==> src/rtl/pkt_ingress.sv <==
// Packet ingress: collects the leading bytes of each packet into a parallel
// header buffer, hands it to the processor and waits for completion.
module pkt_ingress #(
  parameter int HDR_MAX_LEN = 64,
  parameter int LEN_W       = 16
) (
  input  logic                          clk,
  input  logic                          rst,
  input  logic                          in_valid_i,
  input  logic [7:0]                    in_data_i,
  input  logic                          in_last_i,
  output logic                          in_ready_o,
  output logic [HDR_MAX_LEN-1:0][7:0]   pkt_hdr_o,
  output logic                          proc_start_o,
  input  logic                          proc_ready_i,
  output logic [LEN_W-1:0]              pkt_len_o,
  output logic                          trunc_o,
  output logic                          done_o,
  output logic [31:0]                   pkt_cnt_o
);

  localparam logic [1:0] S_RECV    = 2'd0;
  localparam logic [1:0] S_ISSUE   = 2'd1;
  localparam logic [1:0] S_WAIT    = 2'd2;
  localparam logic [1:0] S_RELEASE = 2'd3;

  logic [1:0]                  r_state;
  logic                        r_in_ready;
  logic                        r_start;
  logic [LEN_W-1:0]            r_byte_cnt;
  logic                        r_trunc_flag;
  logic [LEN_W-1:0]            r_len_lat;
  logic                        r_trunc_lat;
  logic [LEN_W-1:0]            r_pkt_len;
  logic                        r_trunc;
  logic                        r_done;
  logic [31:0]                 r_pkt_cnt;
  logic [HDR_MAX_LEN-1:0][7:0] r_hdr;

  logic                        w_accept;
  logic                        w_over;
  logic [LEN_W-1:0]            w_cnt_inc;
  logic [HDR_MAX_LEN-1:0]      w_wr_en;

  assign w_accept  = in_valid_i && r_in_ready && (r_state == S_RECV);
  assign w_over    = (r_byte_cnt >= LEN_W'(HDR_MAX_LEN));
  assign w_cnt_inc = (&r_byte_cnt) ? r_byte_cnt : r_byte_cnt + 1'b1;

  // The byte counter doubles as the write pointer; it never matches a
  // buffer slot once it has run past the header window.
  generate
    for (genvar gi = 0; gi < HDR_MAX_LEN; gi++) begin : g_wr_en
      assign w_wr_en[gi] = w_accept && (r_byte_cnt == LEN_W'(gi));
    end
  endgenerate

  always_ff @(posedge clk) begin
    if (rst || (r_state == S_RELEASE)) begin
      r_hdr <= '0;
    end else begin
      for (int i = 0; i < HDR_MAX_LEN; i++) begin
        if (w_wr_en[i]) r_hdr[i] <= in_data_i;
      end
    end
  end

  always_ff @(posedge clk) begin
    if (rst) begin
      r_state      <= S_RELEASE;
      r_in_ready   <= 1'b0;
      r_start      <= 1'b0;
      r_byte_cnt   <= '0;
      r_trunc_flag <= 1'b0;
      r_len_lat    <= '0;
      r_trunc_lat  <= 1'b0;
      r_pkt_len    <= '0;
      r_trunc      <= 1'b0;
      r_done       <= 1'b0;
      r_pkt_cnt    <= '0;
    end else begin
      r_done <= 1'b0;
      case (r_state)
        S_RECV: begin
          if (w_accept) begin
            r_byte_cnt <= w_cnt_inc;
            if (w_over) r_trunc_flag <= 1'b1;
            if (in_last_i) begin
              r_len_lat   <= w_cnt_inc;
              r_trunc_lat <= r_trunc_flag | w_over;
              r_in_ready  <= 1'b0;
              r_start     <= 1'b1;
              r_state     <= S_ISSUE;
            end
          end
        end
        // proc_ready_i may still be high from the previous packet here.
        S_ISSUE: r_state <= S_WAIT;
        S_WAIT: begin
          if (proc_ready_i) begin
            r_start   <= 1'b0;
            r_done    <= 1'b1;
            r_pkt_len <= r_len_lat;
            r_trunc   <= r_trunc_lat;
            r_pkt_cnt <= r_pkt_cnt + 32'd1;
            r_state   <= S_RELEASE;
          end
        end
        default: begin
          r_byte_cnt   <= '0;
          r_trunc_flag <= 1'b0;
          r_in_ready   <= 1'b1;
          r_start      <= 1'b0;
          r_state      <= S_RECV;
        end
      endcase
    end
  end

  assign in_ready_o   = r_in_ready;
  assign pkt_hdr_o    = r_hdr;
  assign proc_start_o = r_start;
  assign pkt_len_o    = r_pkt_len;
  assign trunc_o      = r_trunc;
  assign done_o       = r_done;
  assign pkt_cnt_o    = r_pkt_cnt;

endmodule

==> config.mk <==
export PLATFORM = sky130hd
export DESIGN_NAME = pkt_ingress
export DESIGN_NICKNAME = d
export VERILOG_FILES = /design/src/rtl/pkt_ingress.sv
export SDC_FILE = /design/constraint.sdc
export NUM_CORES = 1
export LEC_CHECK = 0
export CORE_MARGIN = 2
export CORE_UTILIZATION = 45
export DETAILED_ROUTE_END_ITERATION = 8
export PLACE_DENSITY_LB_ADDON = 0.1
export SYNTH_ARGS = -nofsm -noshare
export SYNTH_HDL_FRONTEND = slang
export SYNTH_SLANG_ARGS = --single-unit
==> constraint.sdc <==
create_clock -name clk -period 2.25 [get_ports clk]
set_clock_uncertainty 0.2 [all_clocks]
set_input_delay 0.5625 -clock clk [delete_from_list [all_inputs] [get_ports clk]]
set_output_delay 0.5625 -clock clk [all_outputs]
set_load 0.01 [all_outputs]
=== Yosys cells after proc, flatten, opt, wreduce, memory -nomap -nowiden ===
Index checks and enable logic that the tools add are counted.

* Bits in registers: 600
* Input bits: 13
* Output and inout bits: 564
* Logic and storage cells: 249

* $add $sub $neg: 2
* Order comparisons: 1
* Equal/unequal tests: 70
* Muxes and demuxes: 18
* Bitwise logic cells: 4
* Reduce and logical (&&, ||, !) cells: 79

{| class="wikitable"
|+ Operators with widths
! cell !! number
|-
| 16-bit by 6-bit equality test with 1-bit output (second input constant) || 32
|-
| 16-bit by 5-bit equality test with 1-bit output (second input constant) || 16
|-
| 16-bit by 4-bit equality test with 1-bit output (second input constant) || 8
|-
| 1-bit logical AND || 66
|-
| 16-bit by 3-bit equality test with 1-bit output (second input constant) || 4
|-
| 32-bit by 1-bit adder with 32-bit output (second input constant) || 1
|-
| 16-bit by 2-bit equality test with 1-bit output (second input constant) || 2
|-
| 16-bit 2-to-1 mux || 2
|-
| 16-bit case mux with 2 select lines || 1
|-
| 16-bit by 1-bit adder with 16-bit output (second input constant) || 1
|-
| 16-bit by 1-bit equality test with 1-bit output (second input constant) || 1
|-
| 16-bit by 7-bit >= comparator with 1-bit output (second input constant) || 1
|-
| 16-bit logical NOT || 1
|-
| 16-bit AND reduction || 1
|-
| 3-bit AND reduction || 4
|-
| 1-bit 2-to-1 mux || 8
|-
| 2-bit inequality test (second input constant) || 4
|-
| 2-bit 2-to-1 mux || 3
|-
| 2-bit case mux with 3 select lines || 1
|-
| 2-bit equality test (second input constant) || 2
|-
| 1-bit case mux with 2 select lines || 2
|-
| 2-bit AND reduction || 2
|-
| 4-bit AND reduction || 1
|-
| 2-bit OR reduction || 2
|-
| other kinds (6) || 8
|}

=== Longest topological paths before layout ===
Gate-level depths: netlist (run 1).

* Depth in word-level cells: 4
* Gate-level depth with buffers: 9

=== Worst setup path after synthesis (run 1) ===
OpenSTA, ideal clock, no wires.

* Path type: reg2reg
* Start point: reg r_byte_cnt[11]
* End point: reg r_hdr (netlist bit pkt_hdr_o[422])
* Library setup time: 0.132 ns
* Data arrival time: 2.135 ns
* Setup slack: -0.218 ns
* Stages on the path, launching flop included: 10
* Path buffers: 5
* Period minus slack after synthesis: 2.468 ns
* Path through: dfxtp_1 buf_6 or4_4 buf_6 or4_4 buf_6 buf_6 buf_6 o21ai_1 a21oi_1

* Longest elaborated chain between the ends: 2

{| class="wikitable"
|+ RTL lines
! what !! line !! source
|-
| start, declared || 30 || <nowiki>logic [LEN_W-1:0] r_byte_cnt;</nowiki>
|-
| start signal, assigned || 85 || <nowiki>r_byte_cnt <= w_cnt_inc;</nowiki>
|-
| 16-bit by 6-bit equality test with 1-bit output || 53 || <nowiki>assign w_wr_en[gi] = w_accept && (r_byte_cnt == LEN_W'(gi));</nowiki>
|-
| 1-bit logical AND || 53 ||
|-
| end signal, assigned by index || 62 || <nowiki>if (w_wr_en[i]) r_hdr[i] <= in_data_i;</nowiki>
|-
| end, declared || 38 || <nowiki>logic [HDR_MAX_LEN-1:0][7:0] r_hdr;</nowiki>
|}

Every way passes these cells.
A chain may end at the register's enable or synchronous reset.

=== Final worst setup path (run 1) ===
* Start point: reg r_byte_cnt[9]
* End point: reg r_hdr (netlist bit pkt_hdr_o[444])

The elaborated chain is that of the path after synthesis.

==> results of run 1 <==
==> critical path, delay by kind of cell (launching register included) <==
family,cells,cell delay [ps]
flip-flops,1,320
AO/OA/AOI/OAI,2,290
AND/OR/NAND/NOR,2,1170
buffers and inverters,1,220
==> cell usage after synthesis, drive strengths merged (16+ instances only) <==
cell / instances
nand3: 541
buf: 55
nor2: 34
nand4: 20
or4: 21
o31ai: 16
nand2: 89
dfxtp: 600
nor3: 19
o21ai: 540
clkbuf: 310
a21oi: 565
==> report_power, final <==
| part | internal (mW) | total [mW] | leakage [nW] | switching [mW] |
|---|---|---|---|---|
| Sequential | 10.7 | 10.7 | 4.84 | 0.0309 |
| Clock | 5.92 | 10.1 | 0.975 | 4.23 |
| Combinational | 0.506 | 2.10 | 6.43 | 1.59 |
| Total | 17.1 | 22.9 | 12.2 | 5.85 |
==> how the worst max path moves through the flow <==
stage	endpoint	start	depth (start not counted)	slack (ps)
floorplan	pkt_hdr_o[413]$_SDFFE_PP0P_	r_byte_cnt[8]$_SDFFE_PP0P_	9	-170
global placement	pkt_hdr_o[340]$_SDFFE_PP0P_	in_valid_i	8	-300
detailed placement	pkt_cnt_o[30]$_SDFFE_PP0P_	proc_ready_i	6	-310
CTS	pkt_hdr_o[152]$_SDFFE_PP0P_	r_byte_cnt[13]$_SDFFE_PP0P_	8	-80
global route	pkt_hdr_o[296]$_SDFFE_PP0P_	r_byte_cnt[13]$_SDFFE_PP0P_	9	-190
finish	pkt_hdr_o[444]$_SDFFE_PP0P_	r_byte_cnt[9]$_SDFFE_PP0P_	5	-110
==> layout make-up <==
cell class	count	area, um2
flip-flops and latches	600	12000
repair buffers	800	8300
clock buffers	85	1790
diodes	2	5.00
fillers	4601	18500
well taps	688	861
multi-input cells	1987	10800
clock inverters	15	188
inverters	15	56.3
==> cells by family (layout without fill, tap and decap cells) <==
kind of cell,after synthesis,count (layout),share of synthesized area
compound gates,1163,1163,0.250
xor+xnor,15,15,0.00550
fa+ha+maj,9,9,0.00471
buf+inv,380,915,0.0645
flops,600,600,0.503
mux,6,6,0.00267
other cells,0,2,0
simple gates,794,794,0.170
==> through the flow <==
step | util | hold WS [ps] | setup WS [ps]
2_1_floorplan | - | 229 | -168
3_3_place_gp | 0.602 | 244 | -300
3_5_place_dp | 0.602 | 250 | -309
4_1_cts | 0.635 | 107 | -80.6
5_1_grt | 0.647 | 147 | -186
6_report | 0.648 | 136 | -106
==> timing repair <==
| item | CTS | global route |
|---|---|---|
| gates cloned | 2 | 11 |
| pin swaps | 10 | 39 |
| setup buffers | 5 | 5 |
| gates resized for setup | 353 | 102 |
| setup endpoints to repair | 916 | 658 |
==> cells in the final DEF (no fill, tap or decap), drive strengths merged, types with 5 or more instances in the layout <==
cell and count:
and2 5, or4 21, nand2 89, nand4 20, dfxtp 600, buf 222, a31oi 15, nor3 19
nor2b 7, and3 5, o21ai 540, ha 9, xor2 6, clkbuf 95, clkdlybuf4s50 247, dlygate4sd2 319
nor4 14, nor2 34, or2 5, o211ai 5, o31ai 16, clkinv 8, nand3 541, inv 16
xnor2 9, a21oi 565, or3 11, and4 13
==> state kept, by name, summed over array words and instances (netlist names) <==
name          cells
r_trunc_lat       1
pkt_len_o        16
trunc_o           1
r_trunc_flag      1
proc_start_o      1
pkt_hdr_o       512
r_state           2
pkt_cnt_o        32
r_byte_cnt       16
r_len_lat        16
in_ready_o        1
done_o            1
==> layer usage <==
metal,share of wire,global-route usage
met1,0.41,0.459
met3,0.10,0.0774
met2,0.45,0.526
met4,0.041,0.131
met5,0.00013,0
==> flow_metrics.env, run 1 <==
export IMPL_status="complete, but fails checks"
export IMPL_violations="setup timing"
export IMPL_drtIter0Drc=2418
export IMPL_syn_nets=2989
export IMPL_coreArea_um2=52600
export IMPL_port_buffers=576
export IMPL_synth_largest_area_cell="dfxtp_1"
export IMPL_ctsHtreeMaxLevel=2
export IMPL_max_cap_violations=0
export IMPL_grt_max_degree=137
export IMPL_path_common_cell="or4_4"
export IMPL_maxSlewViolCount=0
export IMPL_die_h_um=234
export IMPL_dp_cells=4067
export IMPL_path_clk_slew_ps=60
export IMPL_synth_area_leaders="dfxtp_1, a21oi_1, nand3_1"
export IMPL_via_per_inst=6.14
export IMPL_synth_top_flop_cell="dfxtp_1"
export IMPL_synth_cell_types=53
export IMPL_tightest_slew_ps=673
export IMPL_leakagePower_nw=12.2
export IMPL_cts_root_buf="clkbuf_16"
export IMPL_final_cell_count_no_fill=4192
export IMPL_worst_r2r_cell_count=5
export IMPL_ios=577
export IMPL_syn_cell_area_um2=23900
export IMPL_cts_made_buffers=60
export IMPL_grt_pass1_vias=23800
export IMPL_drt_drc_violations_left=0
export IMPL_num_rows=84
export IMPL_finalHoldViolCount=0
export IMPL_critical_path_class="reg2reg"
export IMPL_synth_ff_latch_count=600
export IMPL_antenna_found_initial=1
export IMPL_ant_nets=0
export IMPL_wl_per_cell_um=23.7
export IMPL_postSynthCellCount=2967
export IMPL_hold_end="r_trunc_flag$_SDFFE_PP0P_"
export IMPL_initial_utilization=0.455
export IMPL_fin_tns_setup_ps=-11980
export IMPL_hpwl_um=61700
export IMPL_final_cell_area_um2=34000
export IMPL_cts_buffer_depth=3
export IMPL_track_usage=0.339
export IMPL_gp_congestion=0.886
export IMPL_syn_avg_cell_area_um2=8.05
export IMPL_crit_path_max_incr_delay_ps=600
export IMPL_cp_data_required_time_ps=2530
export IMPL_crit_slowest_cell="or4_4"
export IMPL_hold_path_depth=3
export IMPL_total_power_mw=22.9
export IMPL_holdCritStartpoint="rst"
export IMPL_yosys_area_top_type_share=0.503
export IMPL_dpl_instance_area_um2=31700
export IMPL_ff2ff_setup_slack_ps=-110
export IMPL_tritoncts="yes"
export IMPL_start_kind="flip-flop"
export IMPL_layout_nets=3486
export IMPL_vias=25700
export IMPL_drive_gt1_frac=0.128
export IMPL_holdBufCountCts=0
export IMPL_hold_path_class="in2reg"
export IMPL_fp_dieW_um=234
export IMPL_final_min_clock_period_ps=2360
export IMPL_grt_first_pass_wirelength_um=145000
export IMPL_synthArstFlopShare=0
export IMPL_crit_fanout=57
export IMPL_fmax_mhz=424
export IMPL_drt_pass1_iterations=5
export IMPL_rsz0062_at_grt="true"
export IMPL_rr_endpoint="pkt_hdr_o[444]$_SDFFE_PP0P_"
export IMPL_setup_ws_ps=-106
export IMPL_critPathCaptureType="flip-flop"
export IMPL_min_period_over_period=1.05
export IMPL_peakVddDrop_v=0.000658
export IMPL_wl_um=99300
export IMPL_yosys_warnings=0
export IMPL_synthToLayoutAreaGrowth_pct=42.4
export IMPL_max_slew_margin_rel=0.552
export IMPL_dieArea_um2=55000
export IMPL_power_density_nw_per_um2=674
export IMPL_r2r_start="r_byte_cnt[9]$_SDFFE_PP0P_"
export IMPL_synth_edf_count=0
export IMPL_path_cells="or4_4 -> or4_4 -> buf_12 -> o21ai_0 -> a21oi_1"
export IMPL_grt_overflow_total=0
export IMPL_clk_latency_ps=620
export IMPL_cts_sinks=600
export IMPL_finalSetupViolCount=386
export IMPL_ys_seq_area_frac=0.503
export IMPL_cp_arrival_ps=2630
No activity file was read; power rests on OpenSTA's default activity.
==> run 2: changes to the inputs <==
--- a/config.mk
+++ b/config.mk
@@ -6,9 +6,11 @@
 export NUM_CORES = 1
 export LEC_CHECK = 0
 export CORE_MARGIN = 2
-export CORE_UTILIZATION = 45
+export CORE_UTILIZATION = 38
 export DETAILED_ROUTE_END_ITERATION = 8
 export PLACE_DENSITY_LB_ADDON = 0.1
+export SLEW_MARGIN = 20
 export SYNTH_ARGS = -nofsm -noshare
 export SYNTH_HDL_FRONTEND = slang
 export SYNTH_SLANG_ARGS = --single-unit
+export TNS_END_PERCENT = 10
==> run 2 against run 1 <==
Compared with the run above:
- the run still ends with setup timing left
- sequential share of layout area is 0.56 points lower
- power is 6.4% higher
- fmax is 0.99% higher
- utilization is 9.0 points lower
- via count is 0.26% higher
- setup slack better by 23 ps
==> flow_metrics.env, run 2 (synthesized netlist as in run 1, its figures left out) <==
export IMPL_cts_made_buffers=68
export IMPL_cp_arrival_ps=2590
export IMPL_hold_end="r_byte_cnt[2]$_SDFFE_PP0P_"
export IMPL_rr_endpoint="pkt_hdr_o[448]$_SDFFE_PP0P_"
export IMPL_tritoncts="yes"
export IMPL_dpl_instance_area_um2=32200
export IMPL_status="complete, but fails checks"
export IMPL_port_buffers=576
export IMPL_gp_congestion=0.856
export IMPL_path_delay_family="simple AND/OR/NAND/NOR gates"
export IMPL_grt_max_degree=66
export IMPL_finalHoldViolCount=0
export IMPL_wl_um=105000
export IMPL_drt_drc_violations_left=0
export IMPL_fmax_mhz=429
export IMPL_via_per_inst=5.88
export IMPL_max_slew_margin_rel=0.597
export IMPL_r2r_start="r_byte_cnt[8]$_SDFFE_PP0P_"
export IMPL_finalSetupViolCount=99
export IMPL_wl_per_cell_um=24.0
export IMPL_drtIter0Drc=2570
export IMPL_clk_latency_ps=590
export IMPL_tightest_slew_ps=604
export IMPL_crit_slowest_cell="or4_4"
export IMPL_holdBufCountCts=0
export IMPL_vias=25800
export IMPL_dieArea_um2=64900
export IMPL_critPathCaptureType="flip-flop"
export IMPL_setup_ws_ps=-82.9
export IMPL_antenna_found_initial=4
export IMPL_ctsHtreeMaxLevel=3
export IMPL_path_clk_slew_ps=60
export IMPL_cp_data_required_time_ps=2510
export IMPL_track_usage=0.304
export IMPL_hold_path_depth=2
export IMPL_cp_num_buf_inv=1
export IMPL_hold_path_class="in2reg"
export IMPL_worst_r2r_cell_count=5
export IMPL_critical_path_class="reg2reg"
export IMPL_drive_gt1_frac=0.136
export IMPL_leakagePower_nw=13.5
export IMPL_min_period_over_period=1.04
export IMPL_cts_root_buf="clkbuf_16"
export IMPL_peakVddDrop_v=0.000569
export IMPL_power_density_nw_per_um2=707
export IMPL_ios=577
export IMPL_final_cell_area_um2=34600
export IMPL_path_cells="or4_4 -> or4_4 -> buf_12 -> o21ai_0 -> a21oi_1"
export IMPL_synthToLayoutAreaGrowth_pct=44.6
export IMPL_holdCritStartpoint="rst"
export IMPL_rsz0062_at_grt="true"
export IMPL_maxSlewViolCount=0
export IMPL_die_h_um=255
export IMPL_cts_buffer_depth=3
export IMPL_dp_slack_ps=-307
export IMPL_violations="setup timing"
export IMPL_start_kind="flip-flop"
export IMPL_cts_sinks=600
export IMPL_drt_pass1_iterations=9
export IMPL_layout_nets=3523
export IMPL_ant_nets=0
export IMPL_grt_overflow_total=0
export IMPL_layout_common_cells="dfxtp_1, a21oi_1, nand3_1"
export IMPL_final_min_clock_period_ps=2330
export IMPL_coreArea_um2=61900
export IMPL_hpwl_um=65900
export IMPL_grt_pass1_vias=24300
export IMPL_num_rows=91
export IMPL_crit_fanout=42
export IMPL_final_common_cell="dfxtp_1"
export IMPL_largest_reg_flops=512
export IMPL_worst_path_stages=5
export IMPL_crit_path_max_incr_delay_ps=590
export IMPL_fp_dieW_um=255
export IMPL_grt_first_pass_wirelength_um=152000
export IMPL_max_cap_violations=0
export IMPL_ff2ff_setup_slack_ps=-80
export IMPL_path_common_cell="or4_4"
export IMPL_initial_utilization=0.386
## run 2: cell count changes in the layout (fill, tap and decap cells not counted), sizes merged
| cell | change |
|---|---|
| clkinvlp | -2 |
| dlygate4sd2 | +177 |
| clkdlybuf4s50 | -180 |
| bufbuf | -1 |
| clkinv | +3 |
| bufinv | +1 |
| buf | +35 |
| clkbuf | +7 |
| dlymetal6s2s | +3 |
## run 2: routing by layer
metal,up-vias,track usage,share of wire
met4,2,0.114,0.034
met2,1271,0.474,0.45
met5,-,0,0.00012
li1,11700,-,-
met3,202,0.0752,0.094
met1,12600,0.407,0.42
## run 2: power by group
part	leakage (nW)	switching (mW)	total [mW]	internal [mW]
logic	7.55	1.66	2.38	0.722
clock network	1.11	4.57	11.3	6.77
registers	4.84	0.0293	10.7	10.7
## run 2: how the worst max path moves through the flow
stage,to,startpoint,slack (ps)
after floorplan,pkt_hdr_o[422]$_SDFFE_PP0P_,r_byte_cnt[8]$_SDFFE_PP0P_,-170
after global placement,pkt_cnt_o[14]$_SDFFE_PP0P_,proc_ready_i,-330
after detailed placement,pkt_cnt_o[14]$_SDFFE_PP0P_,proc_ready_i,-310
after CTS,pkt_hdr_o[144]$_SDFFE_PP0P_,r_byte_cnt[11]$_SDFFE_PP0P_,-70
after global routing,pkt_hdr_o[472]$_SDFFE_PP0P_,r_byte_cnt[9]$_SDFFE_PP0P_,-110
final,pkt_hdr_o[448]$_SDFFE_PP0P_,r_byte_cnt[8]$_SDFFE_PP0P_,-80
## run 2: final cells by class
class	count	area, um2
diodes	2	5.00
multi-input cells	1987	10800
inverters	15	56.3
well taps	837	1050
fillers	5774	27400
repair buffers	829	8390
clock inverters	17	255
flip-flops and latches	600	12000
clock buffers	97	2000
## run 2: metrics by stage
stage / utilization / setup TNS [ps] / power [mW] / hold WS [ps] / instances
after floorplan: - / -33230 / 12.1 / 229 / 2967
after global placement: 0.521 / -102100 / 13.2 / 240 / 4247
after detailed placement: 0.521 / -114530 / 13.3 / 245 / 4247
after CTS: 0.550 / -3140 / 24.5 / 132 / 4368
after global routing: 0.558 / -18800 / 25.1 / 158 / 4384
final: 0.558 / -2530 / 24.4 / 181 / 4384
## run 2: timing repair
action                                  CTS  global route
gates resized for setup                 540           213
endpoints found under the setup margin  876           517
buffers inserted                          3             8
gates cloned                              4             6
pin swaps                                 4            23
endpoints found under the hold margin     0             0
==> edit 1: new RTL, settings of run 1 <==
Register the output `pkt_cnt_o` once more, without a reset; this adds one clock of latency there. The other outputs are not delayed to match.
--- a/src/rtl/pkt_ingress.sv
+++ b/src/rtl/pkt_ingress.sv
@@ -122,7 +122,9 @@
   assign pkt_len_o    = r_pkt_len;
   assign trunc_o      = r_trunc;
   assign done_o       = r_done;
-  assign pkt_cnt_o    = r_pkt_cnt;
+  always_ff @(posedge clk) begin
+    pkt_cnt_o <= r_pkt_cnt;
+  end
 
 endmodule
 
Function: same outputs for any inputs over 4 cycles, from zero or initial values and one cycle with rst high; that may be too few to reach the edited logic, so the function may still have changed.
==> edit 1 against run 1 <==
  * Register-to-register slack better by 0.17 ns
  * Area after synthesis down 0.59%
  * Sequential cell count up 32
  * Worst setup slack better by 0.15 ns
  * Routed wire length down 15%
  * Design area down 0.60%
  * Power up 12%
  * Clock power up 9.9%
  * Largest cell class unchanged
  * Largest power group unchanged
==> edit 1: results (changes against run 1) <==
FINAL LAYOUT
------------------------------------------------------------------------------
Fraction of layout cells with a size suffix above 1 .............       13.63%   was 12.79%
Net count of the finished layout ................................         3094   was 3486

PLACED DESIGN
------------------------------------------------------------------------------
DPL Wire Length ................................................. 59700 microns   was 61710 microns
Post-Place Setup Slack ..........................................   -0.5427 ns   was -0.3091 ns

SYNTH
------------------------------------------------------------------------------
Area fraction in compound gates after synthesis .................       6.183%   was 24.97%
Xor/xnor share of the synthesized area ..........................      0.5530%   was 0.5497%
Post-synthesis adder-cell area fraction .........................      0.4740%   was 0.4712%
Fraction of the yosys area taken by sequential cells ............       53.25%   was 50.26%
Synth unique cells ..............................................           60   was 53

OUTCOME
------------------------------------------------------------------------------
Run status ......................................................    completed   was complete, but fails checks

ROUTE
------------------------------------------------------------------------------
WL final ........................................................ 84360 microns   was 99250 microns
Total number of vias ............................................       20.43k   was 25.73k
Via density .....................................................        5.356   was 6.137

POWER
------------------------------------------------------------------------------
Switching share of power ........................................       26.91%   was 25.50%
Power share of the sequential group .............................        44.1%   was 46.6%

GLOBAL ROUTING
------------------------------------------------------------------------------
GR met1 Demand/Resource .........................................       35.97%   was 45.91%
Met2 usage ......................................................       50.93%   was 52.64%
Met3 layer usage reported by global route .......................       7.624%   was 7.740%

CLOCKING
------------------------------------------------------------------------------
CTS H-Tree Depth ................................................            3   was 2
Clock latency reported for the late side of the worst-skew pair .      0.60 ns   was 0.62 ns
Buffers inserted by post-CTS timing repair ......................            0   was 5
Number of clock buffers inserted by TritonCTS ...................           67   was 60

TIMING
------------------------------------------------------------------------------
Relative slew slack .............................................       56.37%   was 55.16%

CRITICAL PATH
------------------------------------------------------------------------------
Crit Path Max Fanout ............................................            1   was 57

WORST HOLD PATH
------------------------------------------------------------------------------
Path category of the worst min-delay check ...................... flop to flop   was input port to flop

==> edit 1: changes by cell type in the layout (fill, tap and decap cells not counted), moves of 31 or more <==
cell and delta:
sky130_fd_sc_hd__mux2i_1 +446, sky130_fd_sc_hd__nand3_1 -427, sky130_fd_sc_hd__nand2_1 +426, sky130_fd_sc_hd__a21oi_1 -419
sky130_fd_sc_hd__o21ai_0 -266, sky130_fd_sc_hd__clkdlybuf4s50_1 -216, sky130_fd_sc_hd__dlygate4sd2_1 +202, sky130_fd_sc_hd__o21ai_1 -174
sky130_fd_sc_hd__dfxtp_1 +38, sky130_fd_sc_hd__a21oi_2 -31
==> edit 1: cell families after synthesis <==
logic type	count (synthesis)
fa+ha+maj	9
buf+inv	211
simple gates	831
mux	449
xor+xnor	15
flops	632
compound gates	262
==> edit 1: final cells by class <==
class / instances / area share, %
Antenna cell: 2 / 0.01480
Clock buffer: 103 / 5.926
Clock inverter: 19 / 0.6178
Inverter: 17 / 0.1887
Multi-Input combinational cell: 1567 / 31.12
Sequential cell: 632 / 37.44
Tap cell: 688 / 2.545
Timing Repair Buffer: 787 / 22.15
==> edit 1: path summary, 6_finish.rpt <==
kind | start | end | slack (ns) | cells after the start
worst max-delay path | pkt_cnt_o[11]$_DFF_P_ | pkt_cnt_o[11] | 0.05 | 1
worst min-delay path | r_pkt_cnt[30]$_SDFFE_PP0P_ | pkt_cnt_o[30]$_DFF_P_ | 0.18 | 0
worst max register to register | r_byte_cnt[7]$_SDFFE_PP0P_ | pkt_hdr_o[239]$_SDFFE_PP0P_ | 0.06 | 4
worst min register to register | r_pkt_cnt[30]$_SDFFE_PP0P_ | pkt_cnt_o[30]$_DFF_P_ | 0.18 | 0
==> edit 2: new RTL, settings of run 1 <==
Made on the original files. Change the parameter `HDR_MAX_LEN` from 64 to 32.
--- a/src/rtl/pkt_ingress.sv
+++ b/src/rtl/pkt_ingress.sv
@@ -1,7 +1,7 @@
 // Packet ingress: collects the leading bytes of each packet into a parallel
 // header buffer, hands it to the processor and waits for completion.
 module pkt_ingress #(
-  parameter int HDR_MAX_LEN = 64,
+  parameter int HDR_MAX_LEN = 32,
   parameter int LEN_W       = 16
 ) (
   input  logic                          clk,
Ports: changed (resized pkt_hdr_o); port bits go from 577 to 321. The function was not compared with the original's and may differ.
==> edit 2 against run 1 <==
  * Power fell by 37%
  * Combinational power decreased by 23%
  * Area after synthesis is 43% lower
  * Sequential cell count down 256
  * Via count is 55% lower
  * Design area decreased by 42%
  * Routed wire length fell by 59%
  * Global-route usage fell by 8.8 points
  * Worst setup slack better by 0.13 ns
  * Largest cell class unchanged
  * Largest power group is now the clock network
==> edit 2: results (changes against run 1) <==
OUTCOME
------------------------------------------------------------------------------
Run status ......................................................    completed   was complete, but fails checks

CRITICAL PATH
------------------------------------------------------------------------------
Critical register-to-register path startpoint ................... r_byte_cnt[6]$_SDFFE_PP0P_   was r_byte_cnt[9]$_SDFFE_PP0P_
Largest stage delay on the critical path ........................      0.62 ns   was 0.60 ns
Crit Path Max Fanout ............................................            2   was 57
Slack of the worst reg-to-reg path ..............................      0.10 ns   was -0.11 ns
Capture point of the critical path .............................. pkt_hdr_o[11]   was pkt_hdr_o[444]$_SDFFE_PP0P_

TIMING
------------------------------------------------------------------------------
Minimum clock period ............................................     2.224 ns   was 2.356 ns

GLOBAL ROUTING
------------------------------------------------------------------------------
GR met1 Demand/Resource .........................................       32.03%   was 45.91%
Initial antenna violation count .................................            0   was 1

ROUTE
------------------------------------------------------------------------------
Met2 wire length ................................................ 19060 microns   was 45000 microns
WL/cell ......................................................... 18.21 microns   was 23.68 microns
Highest routed metal layer ......................................         met4   was met5
Met3 layer wire length in the routed design ..................... 3115 microns   was 9879 microns
Initial detailed-routing violation count ........................          613   was 2418

SYNTH
------------------------------------------------------------------------------
Mux share of post-synthesis cell area ...........................       14.43%   was 0.2670%
Synth unique cells ..............................................           59   was 53
Post-synthesis adder-cell area fraction .........................      0.8221%   was 0.4712%
Number of nets produced by synthesis ............................         1461   was 2989
Ranking of synthesized cells by area ............................ sky130_fd_sc_hd__dfxtp_1, sky130_fd_sc_hd__mux2i_1, sky130_fd_sc_hd__nor2_1   was sky130_fd_sc_hd__dfxtp_1, sky130_fd_sc_hd__a21oi_1, sky130_fd_sc_hd__nand3_1

PLACED DESIGN
------------------------------------------------------------------------------
Post-Place Setup Slack ..........................................   -0.3022 ns   was -0.3091 ns
Final weighted congestion in routability-driven placement .......       0.8575   was 0.8864

CLOCKING
------------------------------------------------------------------------------
Number of clock buffers inserted by TritonCTS ...................           38   was 60
Clock latency reported for the late side of the worst-skew pair .      0.52 ns   was 0.62 ns

FINAL LAYOUT
------------------------------------------------------------------------------
Fraction of layout cells with a size suffix above 1 .............       14.10%   was 12.79%
Area grow syn2layout ............................................       43.85%   was 42.38%

POWER
------------------------------------------------------------------------------
Switching share of power ........................................       25.09%   was 25.50%
Leak pwr ........................................................     8.217 nW   was 12.25 nW

==> edit 2: power by group through the flow <==
| stage | Clock [mW] | Combinational, mW | Sequential [mW] |
|---|---|---|---|
| global placement | 0 | 1.58 | 6.29 |
| CTS | 6.76 | 1.58 | 6.16 |
| finish | 6.68 | 1.61 | 6.16 |
| floorplan | 0 | 0.828 | 6.31 |
| global route | 7.01 | 1.75 | 6.16 |
| detailed placement | 0 | 1.59 | 6.29 |
==> edit 2: final cells by class <==
| class | count | area, sq um |
|---|---|---|
| repair buffers | 439 | 4568 |
| well taps | 390 | 488.0 |
| flip-flops and latches | 344 | 6904 |
| inverters | 9 | 33.78 |
| clock buffers | 52 | 1084 |
| multi-input cells | 989 | 6356 |
| clock inverters | 18 | 271.5 |
| fillers | 2435 | 10090 |
==> edit 2: per-stage QoR <==
step	cell area, sq um	cells
6_report	19710	2241
5_1_grt	19710	2241
3_3_place_gp	18210	2170
3_5_place_dp	18210	2170
2_1_floorplan	13700	1439
4_1_cts	19560	2240
